--- config.mk ---
export PLATFORM = sky130hd
export DESIGN_NAME = wave_gen
export DESIGN_NICKNAME = d
export VERILOG_FILES = /design/src/rtl/wave_pkg.sv /design/src/rtl/sine_quarter_lut.sv /design/src/rtl/wave_gen.sv
export SDC_FILE = /design/constraint.sdc
export NUM_CORES = 1
export LEC_CHECK = 0
export ABC_AREA = 1
export CAP_MARGIN = 20
export CORE_AREA = 2 2 123 101
export DETAILED_ROUTE_END_ITERATION = 10
export DIE_AREA = 0 0 125 103
export PLACE_DENSITY = 0.8
export SYNTH_ARGS = -nofsm -noshare
export SYNTH_HDL_FRONTEND = slang
export SYNTH_SLANG_ARGS = --single-unit
--- constraint.sdc ---
create_clock -name clk -period 9.65 [get_ports clk]
set_input_delay 0.965 -clock clk [delete_from_list [all_inputs] [get_ports clk]]
set_output_delay 0.965 -clock clk [all_outputs]
set_load 0.01 [all_outputs]
--- src/rtl/wave_pkg.sv ---
// Shared definitions for the waveform generation chain.
// The DDS source, the waveform selector and the R2R DAC stage all use it.
// Contents: sample width, midscale code, default divider/phase widths,
// and the sample type.
package wave_pkg;

  localparam int SAMPLE_W        = 8;
  localparam int DEF_SAMPLE_DIV  = 2500;
  localparam int DEF_PHASE_W     = 24;
  localparam int DEF_LUT_ADDR_W  = 6;

  typedef logic [SAMPLE_W-1:0] sample_t;

  localparam sample_t MIDSCALE   = 8'h80;

endpackage

--- src/rtl/sine_quarter_lut.sv ---
// Quarter-wave sine magnitude ROM with a registered read.
// Entry k holds round(127*sin(pi/2*(k+0.5)/64)).
// The table has 64 entries. LUT_ADDR_W must be at least 6; when it is
// wider, only the top six address bits index the table.
// Ports:
//   clk, rst - system clock and async active-high reset (output clears to 0)
//   rd_en    - loads the output register from the table
//   addr     - quarter-wave address
//   mag      - 7-bit magnitude, valid the cycle after rd_en
module sine_quarter_lut #(
  parameter int LUT_ADDR_W = 6
) (
  input  logic                  clk,
  input  logic                  rst,
  input  logic                  rd_en,
  input  logic [LUT_ADDR_W-1:0] addr,
  output logic [6:0]            mag
);

  localparam logic [6:0] SINE_Q [0:63] = '{
    7'd2,   7'd5,   7'd8,   7'd11,  7'd14,  7'd17,  7'd20,  7'd23,
    7'd26,  7'd29,  7'd32,  7'd35,  7'd38,  7'd41,  7'd44,  7'd47,
    7'd50,  7'd53,  7'd56,  7'd58,  7'd61,  7'd64,  7'd67,  7'd69,
    7'd72,  7'd74,  7'd77,  7'd79,  7'd82,  7'd84,  7'd86,  7'd89,
    7'd91,  7'd93,  7'd95,  7'd97,  7'd99,  7'd101, 7'd103, 7'd105,
    7'd106, 7'd108, 7'd110, 7'd111, 7'd113, 7'd114, 7'd115, 7'd117,
    7'd118, 7'd119, 7'd120, 7'd121, 7'd122, 7'd123, 7'd124, 7'd124,
    7'd125, 7'd125, 7'd126, 7'd126, 7'd127, 7'd127, 7'd127, 7'd127
  };

  logic [5:0] idx;
  assign idx = addr[LUT_ADDR_W-1 -: 6];

  always_ff @(posedge clk or posedge rst) begin
    if (rst)        mag <= '0;
    else if (rd_en) mag <= SINE_Q[idx];
  end

endmodule

--- src/rtl/wave_gen.sv ---
// DDS waveform source: phase accumulator stepped once per sample period,
// with sine (quarter-wave ROM), triangle, square and saw derived from
// the phase. All four outputs update together, two cycles after the
// internal sample tick.
// Ports:
//   clk, rst     - system clock, async active-high reset
//   en           - run enable; low freezes divider, phase and outputs
//   tune         - frequency word, f_out = f_sample * tune / 2^PHASE_W
//   tune_load    - strobe capturing tune
//   sine_out     - offset-binary sine
//   triangle_out - triangle
//   square_out   - square
//   saw_out      - rising saw
//   sample_tick  - one-cycle pulse marking new output samples
module wave_gen
  import wave_pkg::*;
#(
  parameter int SAMPLE_DIV = DEF_SAMPLE_DIV,
  parameter int PHASE_W    = DEF_PHASE_W,
  parameter int LUT_ADDR_W = DEF_LUT_ADDR_W
) (
  input  logic               clk,
  input  logic               rst,
  input  logic               en,
  input  logic [PHASE_W-1:0] tune,
  input  logic               tune_load,
  output sample_t            sine_out,
  output sample_t            triangle_out,
  output sample_t            square_out,
  output sample_t            saw_out,
  output logic               sample_tick
);

  localparam int CNT_W = $clog2(SAMPLE_DIV);

  logic [CNT_W-1:0]      div_cnt;
  logic                  tick;
  logic [PHASE_W-1:0]    phase, phase_nxt, tune_shadow, tune_active;
  logic [1:0]            quad_nxt, quad_r;
  logic [LUT_ADDR_W-1:0] addr_nxt, addr_r;
  logic                  stage_v;
  logic                  sine_neg;
  logic [6:0]            mag;
  logic [6:0]            tri_r;

  assign tick = en && (div_cnt == CNT_W'(SAMPLE_DIV - 1));

  always_ff @(posedge clk or posedge rst) begin
    if (rst)     div_cnt <= '0;
    else if (en) div_cnt <= tick ? '0 : div_cnt + CNT_W'(1);
  end

  // The step taken on a tick always uses the tune_active that was in force
  // before that tick; a load coinciding with the tick skips the shadow.
  assign phase_nxt = phase + tune_active;

  always_ff @(posedge clk or posedge rst) begin
    if (rst) begin
      phase       <= '0;
      tune_shadow <= '0;
      tune_active <= '0;
    end else begin
      if (tune_load) tune_shadow <= tune;
      if (tick) begin
        phase       <= phase_nxt;
        tune_active <= tune_load ? tune : tune_shadow;
      end
    end
  end

  // Stage 1: address/quadrant are taken from the phase being loaded, so the
  // ROM read can happen in the cycle the new phase becomes visible.
  assign quad_nxt = phase_nxt[PHASE_W-1 -: 2];
  assign addr_nxt = quad_nxt[0] ? ~phase_nxt[PHASE_W-3 -: LUT_ADDR_W]
                                :  phase_nxt[PHASE_W-3 -: LUT_ADDR_W];

  always_ff @(posedge clk or posedge rst) begin
    if (rst) begin
      addr_r  <= '0;
      quad_r  <= '0;
      stage_v <= 1'b0;
    end else begin
      stage_v <= tick;
      if (tick) begin
        addr_r <= addr_nxt;
        quad_r <= quad_nxt;
      end
    end
  end

  sine_quarter_lut #(
    .LUT_ADDR_W (LUT_ADDR_W)
  ) u_lut (
    .clk   (clk),
    .rst   (rst),
    .rd_en (stage_v),
    .addr  (addr_r),
    .mag   (mag)
  );

  // Stage 2: phase is stable here until the next tick, at least
  // SAMPLE_DIV cycles away, so the arithmetic shapes read it directly.
  assign tri_r = phase[PHASE_W-2 -: 7];

  always_ff @(posedge clk or posedge rst) begin
    if (rst) begin
      sine_neg     <= 1'b0;
      triangle_out <= 8'h00;
      square_out   <= 8'hFF;
      saw_out      <= 8'h00;
      sample_tick  <= 1'b0;
    end else begin
      sample_tick <= stage_v;
      if (stage_v) begin
        sine_neg     <= quad_r[1];
        saw_out      <= phase[PHASE_W-1 -: 8];
        square_out   <= phase[PHASE_W-1] ? 8'h00 : 8'hFF;
        triangle_out <= phase[PHASE_W-1] ? ~{tri_r, 1'b0} : {tri_r, 1'b0};
      end
    end
  end

  // Built from registers only; with mag and sine_neg cleared this gives
  // midscale out of reset.
  assign sine_out = sine_neg ? (8'd127 - {1'b0, mag}) : (MIDSCALE + {1'b0, mag});

endmodule
# [After elaboration in Yosys (flattened, before gate mapping)]
# Memories as Yosys holds them, arrays and structs flattened. A register that Yosys moved wholly into a read port is not among the register bits.
# Index checks and enable logic that the tools add are counted.
[classes] add_sub_neg=4 n_eq_ne=1 mux=6 n_bitwise=3 n_reduce_logical=1
[op_table] cell="$add A24 B24 Y24" n=1
[op_table] cell="$mux W24" n=1
[op_table] cell="$mux W8" n=3
[op_table] cell="$add A12 B1 Y12 const B" n=1
[op_table] cell="$eq A12 B12 Y1 const B" n=1
[op_table] cell="$mux W12" n=1
[op_table] cell="$add A8 B7 Y8 const A" n=1
[op_table] cell="$not A8 Y8" n=1
[op_table] cell="$sub A7 B7 Y8 const A" n=1
[op_table] cell="$not A6 Y7" n=1
[op_table] cell="$mux W6" n=1
[op_table] cell="$not A6 Y6" n=1
[op_table] cell="$logic_and A1 B1 Y1" n=1
[word_totals] regBits=119 rom_bits=448 input_bits=28 output_inout_bits=33 elab_cells=28 memories=1
[memory_table] memory="(no name shown)" words=64 word_bits=7 rd=1 rd_clocked_by_memory_dff=1 wr=0 line_no="sine_quarter_lut.sv:36" rtl="else if (rd_en) mag <= SINE_Q[idx];"

# [Longest topological paths before layout]
# Gate-level depths: netlist of the first run.
[depth] word_depth=3 mapped_depth=15 ltp_nobuf=15

# [Modules after synthesis]
# From an unflattened synthesis of the first run, not the netlist that was laid out.
[hier_totals] hier_cells=932 hier_area_um2=6884.1
[modules_own_cells] module="wave_gen" n_inst=1 cells_each=795 area_each_um2=6005.8 seq_area_each_um2=2703.8
[modules_own_cells] module="sine_quarter_lut" n_inst=1 cells_each=137 area_each_um2=878.3 seq_area_each_um2=175.2

# [Worst setup path before layout of the first run]
# OpenSTA, ideal clock, no wires.
[synth_timing] kind="input-to-reg" from="in en" to="reg addr_r[1]" setup_time_ps=117 arrival_time_ps=1877 t_required_ps=9533 slack_ps=7656 stages=8 path_buffers=3 path_cell_list="buf_2 -> nand2_1 -> nor3_1 -> nand2_1 -> buf_2 -> buf_2 -> nand2_1 -> nand2_1"
[synth_between] elab_chain_cells=1
[synth_rtl] item="start: declaration" line_no="wave_gen.sv:24" rtl="input logic en,"
[synth_rtl] item="$logic_and A1 B1 Y1" line_no="wave_gen.sv:46" rtl="assign tick = en && (div_cnt == CNT_W'(SAMPLE_DIV - 1));"
[synth_rtl] item="end signal: assignment" line_no="wave_gen.sv:85" rtl="addr_r <= addr_nxt;"
[synth_rtl] item="end: declaration" line_no="wave_gen.sv:40" rtl="logic [LUT_ADDR_W-1:0] addr_nxt, addr_r;"
# No other way between the ends.
# A chain may end at the register's enable or synchronous reset.

==> impl_results.html, run 1 <==
<table>
<tr><th>Metric</th><th>Value</th></tr>
<tr><th colspan="2">Run status</th></tr>
<tr><td>Result of the run</td><td>completed</td></tr>
<tr><th colspan="2">Die</th></tr>
<tr><td>Top-Level Pins</td><td>61</td></tr>
<tr><td>Std-Cell Rows</td><td>36</td></tr>
<tr><td>Chip height</td><td>103 µm</td></tr>
<tr><td>Area of the core region</td><td>approximately 12000 µm²</td></tr>
<tr><td>Initial Utilization</td><td>0.554</td></tr>
<tr><td>Floorplan die area</td><td>12900 µm²</td></tr>
<tr><td>Width of the chip</td><td>125 µm</td></tr>
<tr><th colspan="2">Clock network</th></tr>
<tr><td>Clk root buf</td><td>clkbuf_16</td></tr>
<tr><td>Total clock buffers created by CTS</td><td>17</td></tr>
<tr><td>Clock insertion delay at the later pin of the skew report</td><td>0.42 ns</td></tr>
<tr><td>CTS tree</td><td>built</td></tr>
<tr><td>Count of instances resized after the clock tree is built</td><td>0</td></tr>
<tr><td>Number of levels in the clock H-tree</td><td>4</td></tr>
<tr><td>Buffers from clock root to sink, at most</td><td>2</td></tr>
<tr><td>Clock sinks</td><td>115</td></tr>
<tr><td>CTS clock-pin slew for the worst setup and hold paths</td><td>about 0.060 ns</td></tr>
<tr><td>Buffer count from post-CTS setup fixing</td><td>0</td></tr>
<tr><td>CTS hold repair buffers</td><td>0</td></tr>
<tr><th colspan="2">Setup path</th></tr>
<tr><td>Kind of end point of the critical path</td><td>output pin</td></tr>
<tr><td>FF-to-FF path depth</td><td>14</td></tr>
<tr><td>Peak fanout along the critical path</td><td>10</td></tr>
<tr><td>Destination of the worst register-to-register timing path</td><td>addr_r[3]$_DFFE_PP0P_</td></tr>
<tr><td>Arrival @ worst endpoint</td><td>1.75 ns</td></tr>
<tr><td>Crit path from</td><td>triangle_out[0]$_DFFE_PP0P_</td></tr>
<tr><td>Req. time, crit path</td><td>approximately 8.7 ns</td></tr>
<tr><td>Termination of the worst setup path</td><td>sine_out[6]</td></tr>
<tr><td>Setup crit start kind</td><td>register</td></tr>
<tr><td>Class of the most critical setup path</td><td>reg2out</td></tr>
<tr><td>Slack of the worst reg-to-reg path</td><td>7.29 ns</td></tr>
<tr><td>Launching point of the worst reg2reg path</td><td>phase[0]$_DFFE_PP0P_</td></tr>
<tr><th colspan="2">Placement</th></tr>
<tr><td>Placed wire-length estimate after detailed placement</td><td>9.76 mm</td></tr>
<tr><td>Number of instances in the placed design</td><td>990</td></tr>
<tr><td>Routability congestion estimate</td><td>0.947</td></tr>
<tr><td>Placed cell area</td><td>7160 µm²</td></tr>
<tr><td>Number of buffers added on ports</td><td>60</td></tr>
<tr><th colspan="2">Yosys</th></tr>
<tr><td>Library cell occupying the most area in the post-synthesis netlist</td><td>dfrtp_1</td></tr>
<tr><td>Flip-flop and latch count after synthesis</td><td>around 120</td></tr>
<tr><td>Cells taking the most area after synthesis</td><td>dfrtp_1 (44%), nand2_1 (15%), ha_1 (5.7%), mux2_2 (4.1%), inv_1 (3.7%)</td></tr>
<tr><td>Most frequently used flop master after synthesis</td><td>dfrtp_1</td></tr>
<tr><td>Area fraction of the dominant cell type after synthesis</td><td>0.436</td></tr>
<tr><td>Sequential element share of the synthesized area</td><td>0.440</td></tr>
<tr><td>Distinct cells, synth</td><td>44</td></tr>
<tr><td>Number of synthesized flops with an enable pin</td><td>0</td></tr>
<tr><td>Syn Std Cell Area</td><td>6540 µm²</td></tr>
<tr><td>Most frequent cell after synthesis</td><td>nand2_1</td></tr>
<tr><td>Ranking of synthesized cells by instance count</td><td>nand2_1 (268), dfrtp_1 (114), inv_1 (64)</td></tr>
<tr><td>Number of standard cells after synthesis</td><td>811</td></tr>
<tr><td>Total of warnings raised by yosys</td><td>0</td></tr>
<tr><td>Nets in the synthesized netlist</td><td>870</td></tr>
<tr><td>Mean instance size in the synthesized netlist</td><td>8.06 µm²</td></tr>
<tr><td>Async set-reset flop share out of synthesis</td><td>1.00</td></tr>
<tr><th colspan="2">Finish</th></tr>
<tr><td>Number of diodes</td><td>0</td></tr>
<tr><td>Total Nets Final</td><td>917</td></tr>
<tr><td>Total area of multi-input combinational cells</td><td>3210 µm²</td></tr>
<tr><td>Post-Layout Cell Count</td><td>1023</td></tr>
<tr><td>Final non-filler cell area</td><td>7780 µm²</td></tr>
<tr><td>Total area of sequential cells</td><td>2880 µm²</td></tr>
<tr><td>Syn-to-layout area delta</td><td>19.0%</td></tr>
<tr><td>Proportion of layout cells with a drive suffix above 1</td><td>0.101</td></tr>
<tr><td>Fillers</td><td>between 900 and 1000</td></tr>
<tr><th colspan="2">Global routing</th></tr>
<tr><td>Global-route wire length before repair</td><td>24.2 mm</td></tr>
<tr><td>Global route total overflow</td><td>0</td></tr>
<tr><td>Vias in the first global route</td><td>5208</td></tr>
<tr><td>Initial antenna violation count</td><td>0</td></tr>
<tr><td>Maximum number of pins on one net before global-route repair</td><td>69</td></tr>
<tr><td>Total routing resource utilization after global routing</td><td>0.233</td></tr>
<tr><th colspan="2">Timing</th></tr>
<tr><td>Ratio of final minimum period to clock period</td><td>0.281</td></tr>
<tr><td>Timing-limited maximum frequency</td><td>369 MHz</td></tr>
<tr><td>Number of max-slew violations in the final report</td><td>0</td></tr>
<tr><td>Number of hold violations in the final report</td><td>0</td></tr>
<tr><td>Slew at the pin closest to its max-slew limit</td><td>about 0.84 ns</td></tr>
<tr><td>Unrepaired setup endpoints after global routing</td><td>false</td></tr>
<tr><td>Post-route setup TNS</td><td>0 ns</td></tr>
<tr><td>Worst Skew</td><td>0.00755 ns</td></tr>
<tr><td>Fin crit period</td><td>2.71 ns</td></tr>
<tr><td>Final Setup Violations</td><td>0</td></tr>
<tr><td>Slew HR</td><td>0.442</td></tr>
<tr><th colspan="2">Drt</th></tr>
<tr><td>Final routed DRC violation total</td><td>0</td></tr>
<tr><td>DR WL/cell</td><td>around 14 µm</td></tr>
<tr><td>Vias per Instance</td><td>5.38</td></tr>
<tr><td>Via count</td><td>about 5500</td></tr>
<tr><td>Post-route antenna net violation count</td><td>0</td></tr>
<tr><td>DRC violation total after the first TritonRoute iteration</td><td>~460</td></tr>
<tr><td>Number of iterations in the first detailed-routing pass</td><td>5</td></tr>
<tr><td>Detailed Route WL</td><td>between 10 and 15 mm</td></tr>
<tr><th colspan="2">Worst hold path</th></tr>
<tr><td>Worst hold path class</td><td>reg2reg</td></tr>
<tr><th colspan="2">Flow run</th></tr>
<tr><td>Max-capacitance violation count</td><td>0</td></tr>
<tr><th colspan="2">Power and ir drop</th></tr>
<tr><td>Leak Pwr</td><td>4.05 nW</td></tr>
<tr><td>Power density over cell area</td><td>roughly 170 nW/µm²</td></tr>
<tr><td>Worst ir drop on vdd</td><td>between 100 and 150 µV</td></tr>
</table>
## cells by family (layout without fill, tap and decap cells)
logic type / count (synthesis) / after routing / share of synthesized area
DFF: 115 / 115 / 0.440
buffers and inverters: 103 / 163 / 0.0683
xor gates and xnor gates: 26 / 26 / 0.0348
muxes: 24 / 24 / 0.0413
adders and majority gates: 31 / 31 / 0.0605
and+or+nand+nor: 402 / 402 / 0.261
AOI/OAI and AO/OA: 110 / 110 / 0.0938
## worst max-delay path, stage by stage, from the launching register on
cell and delay, ns:
dfrtp_1 0.59, xor2_1 0.18, clkdlybuf4s50_1 0.56
## placed cells by master, fill, tap and decap left out, types with 12 or more instances in the layout
cell             Yosys  routed
inv_1               64      63
o21ai_0             40      40
mux2_2              24      24
xor2_1              15      15
dfrtp_1            114     114
nand2_2             13      14
ha_1                30      30
nor2_1              50      50
clkdlybuf4s50_1      0      60
a31oi_1             12      12
nand4_1             17      17
clkbuf_16            0      17
a21oi_1             36      36
nand3_1             32      32
nand2_1            268     267
## sequential cells by signal (all words and copies together) (netlist names)
signal / count
phase: 24
tune_active: 24
tune_shadow: 24
div_cnt: 12
triangle_out: 8
saw_out: 7
u_lut.mag: 7
addr_r: 6
sample_tick: 1
square_out: 1
stage_v: 1
## area by class of cell
class / instances / share of cell area
Clock buffer: 17 / 0.0547
Clock inverter: 15 / 0.0235
Inverter: 68 / 0.0331
Multi-Input combinational cell: 593 / 0.413
Sequential cell: 115 / 0.370
Tap cell: 152 / 0.0244
Timing Repair Buffer: 63 / 0.0811
## through the flow
step,setup slack [ns],utilization,total power [mW],hold slack (ns)
6_report,6.94,0.659,1.30,0.471
5_1_grt,6.80,0.659,1.35,0.503
4_1_cts,6.91,0.658,1.31,0.472
3_5_place_dp,6.56,0.606,0.658,0.458
3_3_place_gp,6.60,0.606,0.654,0.457
2_1_floorplan,5.64,-,0.620,0.352
## worst min-delay path by stage
| stage | from | endpoint | slack, ns | depth (start not counted) |
|---|---|---|---|---|
| global placement | saw_out[1]$_DFFE_PP0P_ | saw_out[1]$_DFFE_PP0P_ | 0.46 | 2 |
| detailed placement | saw_out[2]$_DFFE_PP0P_ | saw_out[2]$_DFFE_PP0P_ | 0.46 | 2 |
| CTS | saw_out[2]$_DFFE_PP0P_ | saw_out[2]$_DFFE_PP0P_ | 0.47 | 2 |
| floorplan | stage_v$_DFF_PP0_ | sample_tick$_DFF_PP0_ | 0.35 | 0 |
| finish | saw_out[2]$_DFFE_PP0P_ | saw_out[2]$_DFFE_PP0P_ | 0.47 | 2 |
| global route | tune_shadow[11]$_DFF_PP0_ | tune_shadow[11]$_DFF_PP0_ | 0.50 | 1 |
## routing by layer
layer,vias up,share of wire,track usage
met5,-,0,0
met4,0,0.014,0.0821
met3,24,0.043,0.0472
met2,129,0.46,0.376
met1,2605,0.48,0.319
li1,2746,-,-
## power breakdown
part	switching, mW	internal [mW]	total [mW]
registers	0.0239	0.513	0.536
logic	0.0648	0.0501	0.115
clock network	0.258	0.393	0.651
total	0.347	0.956	1.30
(Power assumes the default switching activity.)
==> inputs of run 2 (changes only) <==
==> constraint.sdc (replaced) <==
create_clock -name clk -period 2.65 [get_ports clk]
set_input_delay 0.265 -clock clk [delete_from_list [all_inputs] [get_ports clk]]
set_output_delay 0.265 -clock clk [all_outputs]
set_load 0.01 [all_outputs]
==> run 2 against run 1 <==
  * Sequential cell count unchanged
  * Core utilization up 0.54 points
  * Final cell count up 0.29%
  * Power rose to 3.8 times the previous value
  * Global-route usage up 0.46 points
  * Sequential power rose to 3.6 times the previous value
  * Clock power rose to 3.9 times the previous value
  * Critical path depth up 12
  * Worst hold slack worse by 0.18 ns
  * Via count up 0.49%
  * Worst setup slack worse by 6.5 ns
  * Critical path type is now reg2reg
  * Highest routed layer unchanged
==> impl_results.html, run 2 (synthesis gave the netlist of run 1 again) <==
<table>
<tr><th>Metric</th><th>Value</th></tr>
<tr><th colspan="2">Finish</th></tr>
<tr><td>Final core utilization</td><td>0.665 (was 0.659)</td></tr>
<tr><td>Fillers</td><td>997 (was 990)</td></tr>
<tr><td>Total Nets Final</td><td>920 (was 917)</td></tr>
<tr><td>Proportion of layout cells with a drive suffix above 1</td><td>0.104 (was 0.101)</td></tr>
<tr><td>Syn-to-layout area delta</td><td>20.0% (was 19.0%)</td></tr>
<tr><td>Number of diodes</td><td>0 (unchanged)</td></tr>
<tr><td>Largest registers</td><td>phase (24), tune_active (24), tune_shadow (24) (unchanged)</td></tr>
<tr><td>Most frequent standard cell in the layout excluding fill and tap cells</td><td>nand2_1 (unchanged)</td></tr>
<tr><td>Leading cell types in the layout, fill and taps excluded</td><td>nand2_1 (267), dfrtp_1 (114), inv_1 (63) (unchanged)</td></tr>
<tr><th colspan="2">Global routing</th></tr>
<tr><td>Total routing resource utilization after global routing</td><td>0.238 (was 0.233)</td></tr>
<tr><td>Global-route wire length before repair</td><td>24.7 mm (was 24.2 mm)</td></tr>
<tr><td>Initial antenna violation count</td><td>0 (unchanged)</td></tr>
<tr><td>Global route total overflow</td><td>0 (unchanged)</td></tr>
<tr><td>Vias in the first global route</td><td>5228 (was 5208)</td></tr>
<tr><td>Maximum number of pins on one net before global-route repair</td><td>116 (was 69)</td></tr>
<tr><th colspan="2">Setup path</th></tr>
<tr><td>Class of the most critical setup path</td><td>reg2reg (was reg2out)</td></tr>
<tr><td>Req. time, crit path</td><td>2.95 ns (was 8.69 ns)</td></tr>
<tr><td>Kind of cell with the highest combined delay on the critical path</td><td>simple AND/OR/NAND/NOR gates (was flip-flops)</td></tr>
<tr><td>Ordered cell list for the critical path</td><td>ha_1, fa_1, nand3_1, nand2_1, nand2_1, nand2_2, nand2_2, nand3_2, nand2_2, nand2_2, nand2_4, nand2_1, nand2_1, nand2_1 (was xor2_1, clkdlybuf4s50_1)</td></tr>
<tr><td>Setup crit start kind</td><td>register (unchanged)</td></tr>
<tr><td>Largest stage delay, worst path</td><td>0.46 ns (was 0.59 ns)</td></tr>
<tr><td>Peak fanout along the critical path</td><td>5 (was 10)</td></tr>
<tr><td>Cell type with the highest occurrence count on the critical path</td><td>nand2_1</td></tr>
<tr><td>Worst Path Buf+Inv</td><td>0 (was 1)</td></tr>
<tr><td>Arrival @ worst endpoint</td><td>2.52 ns (was 1.75 ns)</td></tr>
<tr><td>Kind of end point of the critical path</td><td>register (was output pin)</td></tr>
<tr><td>Critical-path cell with the highest stage delay</td><td>fa_1 (was dfrtp_1)</td></tr>
<tr><th colspan="2">Die</th></tr>
<tr><td>Floorplan die area</td><td>12900 µm² (unchanged)</td></tr>
<tr><td>Chip height</td><td>103 µm (unchanged)</td></tr>
<tr><td>Width of the chip</td><td>125 µm (unchanged)</td></tr>
<tr><td>Top-Level Pins</td><td>61 (unchanged)</td></tr>
<tr><td>Area of the core region</td><td>11800 µm² (unchanged)</td></tr>
<tr><td>Initial Utilization</td><td>0.554 (unchanged)</td></tr>
<tr><td>Std-Cell Rows</td><td>36 (unchanged)</td></tr>
<tr><th colspan="2">Timing</th></tr>
<tr><td>Unrepaired setup endpoints after global routing</td><td>false (unchanged)</td></tr>
<tr><td>Number of hold violations in the final report</td><td>0 (unchanged)</td></tr>
<tr><td>Ratio of final minimum period to clock period</td><td>0.837</td></tr>
<tr><td>Slew HR</td><td>0.553 (was 0.442)</td></tr>
<tr><td>Fin crit period</td><td>2.22 ns</td></tr>
<tr><td>Number of max-slew violations in the final report</td><td>0 (unchanged)</td></tr>
<tr><td>Final Setup Violations</td><td>0 (unchanged)</td></tr>
<tr><td>Timing-limited maximum frequency</td><td>451 MHz</td></tr>
<tr><td>Post-route setup TNS</td><td>0 ns (unchanged)</td></tr>
<tr><td>Worst Skew</td><td>0.00790 ns (was 0.00755 ns)</td></tr>
<tr><td>Slew at the pin closest to its max-slew limit</td><td>0.670 ns (was 0.837 ns)</td></tr>
<tr><th colspan="2">Clock network</th></tr>
<tr><td>Buffer count from post-CTS setup fixing</td><td>0 (unchanged)</td></tr>
<tr><td>Total clock buffers created by CTS</td><td>17 (unchanged)</td></tr>
<tr><td>CTS tree</td><td>built (unchanged)</td></tr>
<tr><td>CTS clock-pin slew for the worst setup and hold paths</td><td>0.06 ns (about the same)</td></tr>
<tr><td>Clock insertion delay at the later pin of the skew report</td><td>0.42 ns (about the same)</td></tr>
<tr><td>Count of instances resized after the clock tree is built</td><td>0 (unchanged)</td></tr>
<tr><td>Buffers from clock root to sink, at most</td><td>2 (unchanged)</td></tr>
<tr><td>CTS hold repair buffers</td><td>0 (unchanged)</td></tr>
<tr><td>Clk root buf</td><td>clkbuf_16 (unchanged)</td></tr>
<tr><td>Number of levels in the clock H-tree</td><td>4 (unchanged)</td></tr>
<tr><td>Clock sinks</td><td>115 (unchanged)</td></tr>
<tr><th colspan="2">Drt</th></tr>
<tr><td>Via count</td><td>5531 (was 5504)</td></tr>
<tr><td>Final routed DRC violation total</td><td>0 (unchanged)</td></tr>
<tr><td>DR WL/cell</td><td>14.2 µm (was 13.9 µm)</td></tr>
<tr><td>Vias per Instance</td><td>5.39 (was 5.38)</td></tr>
<tr><td>Number of iterations in the first detailed-routing pass</td><td>5 (unchanged)</td></tr>
<tr><td>Post-route antenna net violation count</td><td>0 (unchanged)</td></tr>
<tr><td>DRC violation total after the first TritonRoute iteration</td><td>443 (was 461)</td></tr>
<tr><td>Detailed Route WL</td><td>14.6 mm (was 14.2 mm)</td></tr>
<tr><th colspan="2">Flow run</th></tr>
<tr><td>Max-capacitance violation count</td><td>0 (unchanged)</td></tr>
<tr><th colspan="2">Power and ir drop</th></tr>
<tr><td>Leak Pwr</td><td>4.07 nW (was 4.05 nW)</td></tr>
<tr><td>Switching portion of total power</td><td>0.254 (was 0.266)</td></tr>
<tr><td>Worst ir drop on vdd</td><td>546 µV (was 136 µV)</td></tr>
<tr><td>Clock network fraction of design power</td><td>0.516 (was 0.500)</td></tr>
<tr><td>Power density over cell area</td><td>624 nW/µm² (was 167 nW/µm²)</td></tr>
<tr><td>Comb power frac</td><td>0.085 (was 0.088)</td></tr>
<tr><td>Internal cell power</td><td>3.65 mW (was 956 µW)</td></tr>
<tr><td>Net Switching</td><td>1.24 mW (was 347 µW)</td></tr>
<tr><td>Part of the power in registers</td><td>0.399 (was 0.412)</td></tr>
<tr><th colspan="2">Worst hold path</th></tr>
<tr><td>Worst hold path class</td><td>in2async (was reg2reg)</td></tr>
<tr><th colspan="2">Placement</th></tr>
<tr><td>Number of buffers added on ports</td><td>60 (unchanged)</td></tr>
<tr><td>Routability congestion estimate</td><td>0.908 (was 0.947)</td></tr>
<tr><td>Placed wire-length estimate after detailed placement</td><td>9.91 mm (was 9.76 mm)</td></tr>
<tr><th colspan="2">Run status</th></tr>
<tr><td>Result of the run</td><td>completed (unchanged)</td></tr>
</table>
run 2: cell count changes in the layout (fill, tap and decap cells not counted):
cell and delta:
buf_12 +1, buf_4 +3, buf_8 -1, bufinv_16 +2
clkinv_4 +2, clkinvlp_4 +1, inv_4 -1, inv_6 -1
inv_8 -3
run 2: metal layers:
metal | GRT usage | vias to the layer above | wire, µm
li1 | - | 2736 | -
met1 | 0.328 | 2626 | 7040
met2 | 0.373 | 134 | 6640
met3 | 0.0602 | 35 | 630
met4 | 0.0812 | 0 | 302
met5 | 0 | - | 0
run 2: layout make-up:
| cell class | instances | area [µm²] | area share |
|---|---|---|---|
| sequential | 115 | 2880 | 0.367 |
| inverter | 68 | 259 | 0.0330 |
| tap | 152 | 190 | 0.0243 |
| clock buffer | 17 | 425 | 0.0542 |
| timing repair buffer | 66 | 658 | 0.0839 |
| multi-input combinational | 593 | 3210 | 0.410 |
| clock inverter | 15 | 218 | 0.0278 |
run 2: power groups by stage:
stage	Clock, mW	Sequential, mW	Combinational [mW]
finish	2.53	1.95	0.414
global route	2.62	1.97	0.477
CTS	2.55	1.95	0.419
global placement	0	1.98	0.408
detailed placement	0	1.98	0.416
floorplan	0	1.96	0.301
run 2: tightest hold or removal path, delay by kind of cell:
kind	cells	cell delay (ns)
buffers and inverters	3	0.90
run 2: path summary, 6_finish.rpt:
| path | start | slack [ns] | end | cells past startpoint |
|---|---|---|---|---|
| worst max-delay path | phase[0]$_DFFE_PP0P_ | 0.43 | addr_r[5]$_DFFE_PP0P_ | 14 |
| worst min-delay path | rst | 0.30 | div_cnt[9]$_DFFE_PP0P_ | 3 |
| worst max register to register | phase[0]$_DFFE_PP0P_ | 0.43 | addr_r[5]$_DFFE_PP0P_ | 14 |
| worst min register to register | saw_out[6]$_DFFE_PP0P_ | 0.47 | saw_out[6]$_DFFE_PP0P_ | 2 |
| max in group asynchronous | rst | 1.79 | addr_r[0]$_DFFE_PP0P_ | 3 |
| min in group clk | tune[7] | 0.47 | tune_shadow[7]$_DFF_PP0_ | 2 |
run 2: metrics by stage:
stage / hold slack, ns / power (mW) / instance area (µm²) / setup WS (ns) / std cells
floorplan: 0.352 / 2.26 / 6540 / 0.673 / 811
global placement: 0.458 / 2.38 / 7200 / 0.554 / 994
global route: 0.445 / 5.07 / 7840 / 0.265 / 1026
CTS: 0.401 / 4.92 / 7840 / 0.453 / 1026
detailed placement: 0.462 / 2.40 / 7200 / 0.483 / 994
finish: 0.295 / 4.90 / 7840 / 0.432 / 1026
